## config.mk

```make
export PLATFORM = sky130hd
export DESIGN_NAME = instr_fetch_unit
export DESIGN_NICKNAME = d
export VERILOG_FILES = /design/src/rtl/instr_fetch_unit.sv
export SDC_FILE = /design/constraint.sdc
export NUM_CORES = 1
export LEC_CHECK = 0
export CORE_ASPECT_RATIO = 0.9
export CORE_MARGIN = 3
export CORE_UTILIZATION = 56
export DETAILED_ROUTE_END_ITERATION = 10
export GPL_TIMING_DRIVEN = 0
export PLACE_DENSITY_LB_ADDON = 0.25
export SLEW_MARGIN = 20
export SYNTH_ARGS = -nofsm -noshare
export SYNTH_HDL_FRONTEND = slang
export SYNTH_SLANG_ARGS = --single-unit
```

## constraint.sdc

```tcl
create_clock -name clk -period 4.9 [get_ports clk]
set_clock_uncertainty 0.05 [all_clocks]
set_input_delay 1.47 -clock clk [delete_from_list [all_inputs] [get_ports clk]]
set_output_delay 1.47 -clock clk [all_outputs]
set_load 0.005 [all_outputs]
```

## src/rtl/instr_fetch_unit.sv

```systemverilog
// Instruction fetch stage: credit-limited in-order instruction memory reads,
// a PC-tagged instruction FIFO, and redirect with stale-response dropping.
module instr_fetch_unit #(
  parameter int unsigned     XLEN       = 32,
  parameter logic [XLEN-1:0] RESET_PC   = '0,
  parameter int unsigned     FIFO_DEPTH = 4
) (
  input  logic            clk,
  input  logic            rst,
  output logic            o_imem_req_valid,
  input  logic            i_imem_req_ready,
  output logic [XLEN-1:0] o_imem_req_addr,
  input  logic            i_imem_rsp_valid,
  input  logic [31:0]     i_imem_rsp_data,
  input  logic            i_redirect_valid,
  input  logic [XLEN-1:0] i_redirect_pc,
  output logic            o_instr_valid,
  input  logic            i_instr_ready,
  output logic [31:0]     o_instr_data,
  output logic [XLEN-1:0] o_instr_pc
);

  localparam int unsigned CW = $clog2(FIFO_DEPTH + 1);
  localparam int unsigned AW = (FIFO_DEPTH > 1) ? $clog2(FIFO_DEPTH) : 1;
  localparam int unsigned IW = 32;

  logic [XLEN-1:0] pc, pc_nxt;
  logic [XLEN-1:0] rsp_pc, rsp_pc_nxt;
  logic [CW-1:0]   inflight, inflight_nxt;
  logic [CW-1:0]   drop_cnt, drop_nxt;
  logic [CW-1:0]   count, count_nxt;
  logic [AW-1:0]   rd_ptr, rd_nxt;
  logic [AW-1:0]   wr_ptr, wr_nxt;

  logic [IW-1:0]   fifo_data [FIFO_DEPTH];
  logic [XLEN-1:0] fifo_pc   [FIFO_DEPTH];

  logic [CW:0]     occupancy;
  logic            credit_ok;
  logic            req_fire;
  logic            push;
  logic            pop;
  logic            fifo_empty;
  logic [XLEN-1:0] redirect_pc_aligned;

  function automatic logic [AW-1:0] ptr_inc(input logic [AW-1:0] p);
    return (p == AW'(FIFO_DEPTH - 1)) ? '0 : p + AW'(1);
  endfunction

  // Every outstanding request owns a FIFO slot, so responses never need backpressure.
  assign occupancy           = {1'b0, inflight} + {1'b0, count};
  assign credit_ok           = occupancy < (CW+1)'(FIFO_DEPTH);
  assign o_imem_req_valid    = !rst && !i_redirect_valid && credit_ok;
  assign o_imem_req_addr     = pc;
  assign req_fire            = o_imem_req_valid && i_imem_req_ready;
  assign fifo_empty          = (count == '0);
  assign o_instr_valid       = !fifo_empty && !i_redirect_valid;
  assign o_instr_data        = fifo_empty ? '0 : fifo_data[rd_ptr];
  assign o_instr_pc          = fifo_empty ? '0 : fifo_pc[rd_ptr];
  assign pop                 = o_instr_valid && i_instr_ready;
  assign push                = i_imem_rsp_valid && !i_redirect_valid && (drop_cnt == '0);
  assign redirect_pc_aligned = i_redirect_pc & ~XLEN'(3);

  // Next-state: redirect overrides everything except response accounting.
  always_comb begin
    pc_nxt       = pc;
    rsp_pc_nxt   = rsp_pc;
    inflight_nxt = inflight;
    drop_nxt     = drop_cnt;
    count_nxt    = count;
    rd_nxt       = rd_ptr;
    wr_nxt       = wr_ptr;
    if (i_redirect_valid) begin
      pc_nxt     = redirect_pc_aligned;
      rsp_pc_nxt = redirect_pc_aligned;
      if (i_imem_rsp_valid) begin
        inflight_nxt = inflight - CW'(1);
      end
      drop_nxt  = inflight_nxt;
      count_nxt = '0;
      rd_nxt    = '0;
      wr_nxt    = '0;
    end else begin
      if (req_fire) begin
        pc_nxt = pc + XLEN'(4);
      end
      if (req_fire && !i_imem_rsp_valid) begin
        inflight_nxt = inflight + CW'(1);
      end else if (!req_fire && i_imem_rsp_valid) begin
        inflight_nxt = inflight - CW'(1);
      end
      if (i_imem_rsp_valid && (drop_cnt != '0)) begin
        drop_nxt = drop_cnt - CW'(1);
      end
      if (push) begin
        rsp_pc_nxt = rsp_pc + XLEN'(4);
        wr_nxt     = ptr_inc(wr_ptr);
      end
      if (pop) begin
        rd_nxt = ptr_inc(rd_ptr);
      end
      if (push && !pop) begin
        count_nxt = count + CW'(1);
      end else if (!push && pop) begin
        count_nxt = count - CW'(1);
      end
    end
  end

  always_ff @(posedge clk) begin
    if (rst) begin
      pc       <= RESET_PC;
      rsp_pc   <= RESET_PC;
      inflight <= '0;
      drop_cnt <= '0;
      count    <= '0;
      rd_ptr   <= '0;
      wr_ptr   <= '0;
    end else begin
      pc       <= pc_nxt;
      rsp_pc   <= rsp_pc_nxt;
      inflight <= inflight_nxt;
      drop_cnt <= drop_nxt;
      count    <= count_nxt;
      rd_ptr   <= rd_nxt;
      wr_ptr   <= wr_nxt;
    end
  end

  // Storage needs no reset: the head is only visible while the FIFO is non-empty.
  always_ff @(posedge clk) begin
    if (!rst && push) begin
      fifo_data[wr_ptr] <= i_imem_rsp_data;
      fifo_pc[wr_ptr]   <= rsp_pc;
    end
  end

`ifndef SYNTHESIS
  a_rsp_without_req: assert property (@(posedge clk) disable iff (rst)
    !(i_imem_rsp_valid && (inflight == '0)))
    else $error("imem response with no request in flight");
  a_push_when_full: assert property (@(posedge clk) disable iff (rst)
    !(push && (count == CW'(FIFO_DEPTH))))
    else $error("instruction FIFO push while full");
  a_reset_pc_aligned: assert property (@(posedge clk) RESET_PC[1:0] == 2'b00)
    else $error("RESET_PC is not word aligned");
`endif

endmodule

```

==> impl_metrics.tcl <==
set metrics [dict create \
    status "completed" \
    ant_nets 0 \
    dieWidth_um 170 \
    synth_largest_area_cell "edfxtp_1" \
    yosysWarningCount 0 \
    grt_usage_pct 22.7 \
    synth-seq-cells 323 \
    worstSetupStartpointType "input pin" \
    power.leakage_nw 5.49 \
    p_comb_share_pct 8.0 \
    period_needed_ns 4.55 \
    intPower_w 0.00480 \
    placementRows 53 \
    cap_violations 0 \
    ys_top_cells_by_count "edfxtp_1 (248), dfxtp_1 (75), mux4_2 (62), nor2b_1 (62), nand2_1 (57)" \
    slew_headroom_pct 55.9 \
    cp_data_required_time_ns 3.38 \
    drt-total-wl_mm 29.7 \
    htree_levels 1 \
    clkTransAtPathRegs_ns 0.07 \
    diodes 0 \
    switching_share_pct 21.4 \
    clockPowerShare_pct 41.5 \
    dpl.hpwl_mm 19.6 \
    dr_total_vias 8379 \
    cts_tree "built" \
    die_y_um 154 \
    drtIter0Drc 733 \
    synth_area_um2 13500 \
    crit_type "input pin to primary output" \
    grt_pass1_wl_mm 46.6 \
    routabilityCongestion 0.914 \
    slew_viol_final 0 \
    r2r_cells 9 \
    path_buf_inv 2 \
    vias_per_cell 5.84 \
    cp.depth 4 \
    rsz0062_at_grt "no" \
    netlist.area_leader.share_pct 55.0 \
    max_clock_freq_ghz 0.220 \
    fillers 1495 \
    utilization_pct 71.2 \
    setup_viol 0 \
    p_per_area_nw_per_um2 364 \
    crit_fanout 3 \
    clk_path_buf_depth 3 \
    place_inst 1376 \
    ctsResizeCount 0 \
    drive_gt1_share_pct 12.8 \
    synth-edff-count 248 \
    dieArea_um2 26100 \
    clock-sinks 323 \
    fin_cells 1434 \
    drc 0 \
    synth.area.top_cells "edfxtp_1 (55%), dfxtp_1 (11%), mux4_2 (10%)" \
    switchingPower_w 0.00131 \
    holdPathStages 2 \
    syn_area_per_cell_um2 15.0 \
    cp.arrival_ns 3.03 \
    crit_chain "clkdlybuf4s50_1 -> nor3_1 -> and2_1 -> clkdlybuf4s50_1" \
    numCtsBuffers 31 \
    ios 168 \
    core-area_um2 23500 \
    grt_start_max_net_pins 48 \
    final_area_um2 16800 \
    cp_slowest_cell "clkdlybuf4s50_1" \
    async_reset_ff_share_pct 0 \
    cts_setup_buffers 0 \
    placed_cell_area_um2 15700 \
    hold_viol 0 \
    clkLatencyLatePin_ns 0.56 \
    grt_pass1_vias 8413 \
    antenna_found_initial 0 \
    firstDrtPassIters 5 \
    hold_class "flop to flop" \
    period_share_pct 92.9 \
    nNetsFinal 1192 \
    ys_types 58 \
    start_util_pct 57.5 \
    ys_seq_area_share_pct 66.1 \
    io_buffers 161 \
    tightest_slew_ns 0.656 \
    seqPwrFrac_pct 50.5 \
    wl_per_cell_um 20.7 \
    setup_tns_ns 0 \
    critPathTopFamily "buffers and inverters" \
    area_delta_synth_final_pct 23.8 \
    cts-root-buf "clkbuf_16" \
    critical-path-max-stage-delay_ns 0.52 \
    ys.flop_type "edfxtp_1" \
    cp_common_cell "clkdlybuf4s50_1" \
    yosysMostFrequentCell "edfxtp_1" \
    worst_setup_path_end_kind "primary output" \
    hold_buffers 0 \
    gr-total-overflow 0 \
    netlist_instances 905 \
    vdd_drop_max_mv 0.285 \
    holdWs_ns 0.446 \
]
==> power groups by stage <==
stage               clock network (W)  logic, W  registers [W]
global placement                    0  0.000466        0.00314
floorplan                           0  0.000227        0.00312
detailed placement                  0  0.000484        0.00314
CTS                           0.00257  0.000488        0.00309
finish                        0.00254  0.000486        0.00309
global route                  0.00268  0.000531        0.00309
==> path summary, 6_finish.rpt <==
| path | end | slack (ns) | start |
|---|---|---|---|
| worst min register to register | wr_ptr[1]$_SDFFE_PP0P_ | 0.45 | wr_ptr[1]$_SDFFE_PP0P_ |
| worst min-delay path | wr_ptr[1]$_SDFFE_PP0P_ | 0.45 | wr_ptr[1]$_SDFFE_PP0P_ |
| worst max register to register | count[2]$_SDFFE_PP0P_ | 2.38 | count[0]$_SDFFE_PP0P_ |
| worst max-delay path | o_imem_req_valid | 0.35 | i_redirect_valid |
==> final cells by class <==
class	instances	area, um^2	share of cell area [%]
Buffer	51	223	1.33
Clock buffer	36	795	4.74
Clock inverter	22	300	1.79
Inverter	21	78.8	0.470
Multi-Input combinational cell	513	4320	25.8
Sequential cell	323	8950	53.4
Tap cell	302	378	2.25
Timing Repair Buffer	166	1720	10.2
==> per-layer routing <==
metal / global-route usage [%] / part of all wire, % / vias up
met1: 33.7 / 43 / 4086
li1: - / - / 3869
met5: 0 / 0 / -
met4: 5.21 / 2.0 / 0
met2: 36.1 / 47 / 374
met3: 3.75 / 8.1 / 50
==> worst min-delay path, cell delays in order (launching register included) <==
cell and delay, ns:
dfxtp_1 0.34, nand2_1 0.06, a21oi_1 0.05
==> stage by stage <==
stage               total power [W]  setup WS, ns
floorplan                   0.00335          1.01
global placement            0.00361        -0.745
detailed placement          0.00363         0.202
CTS                         0.00614         0.354
global route                0.00631         0.237
finish                      0.00611         0.349
==> state kept, by name, indices dropped and copies added (netlist names), named ones only <==
name,flops
o_imem_req_addr,30
wr_ptr,2
count,3
rd_ptr,2
drop_cnt,3
fifo_data,128
inflight,3
rsp_pc,30
fifo_pc,120
==> cell families (layout without fill, tap and decap cells) <==
logic type	count (synthesis)	after routing	share of synthesized area [%]
and+or+nand+nor	278	278	11.5
adders and majority gates	15	15	1.44
other	1	4	0.0277
AOI/OAI and AO/OA	105	105	5.14
muxes	66	66	10.6
buffers and inverters	72	296	2.23
xor gates and xnor gates	45	45	2.91
DFF	323	323	66.1
==> cell usage in the layout, fill, tap and decap left out, types with 5 or more instances in the layout <==
cell type | Yosys | final
a211oi_1 | 12 | 12
a21boi_0 | 14 | 14
a21oi_1 | 27 | 27
a31oi_1 | 16 | 16
and2_1 | 5 | 5
and3_1 | 13 | 9
and4_1 | 7 | 7
buf_2 | 9 | 9
buf_4 | 5 | 5
bufinv_16 | 0 | 7
clkbuf_1 | 33 | 38
clkbuf_16 | 0 | 31
clkdlybuf4s50_1 | 0 | 161
clkinv_1 | 1 | 5
clkinv_2 | 0 | 8
dfxtp_1 | 75 | 75
edfxtp_1 | 248 | 248
ha_1 | 14 | 14
inv_1 | 20 | 20
mux4_2 | 62 | 62
nand2_1 | 57 | 57
nand3_1 | 27 | 27
nand4_1 | 21 | 21
nor2_1 | 39 | 39
nor2b_1 | 62 | 62
nor3_1 | 10 | 9
o21ai_0 | 9 | 9
o22ai_1 | 5 | 5
or3_1 | 10 | 10
xnor2_1 | 13 | 13
xor2_1 | 32 | 32
Power figures use the tool's default switching activity.
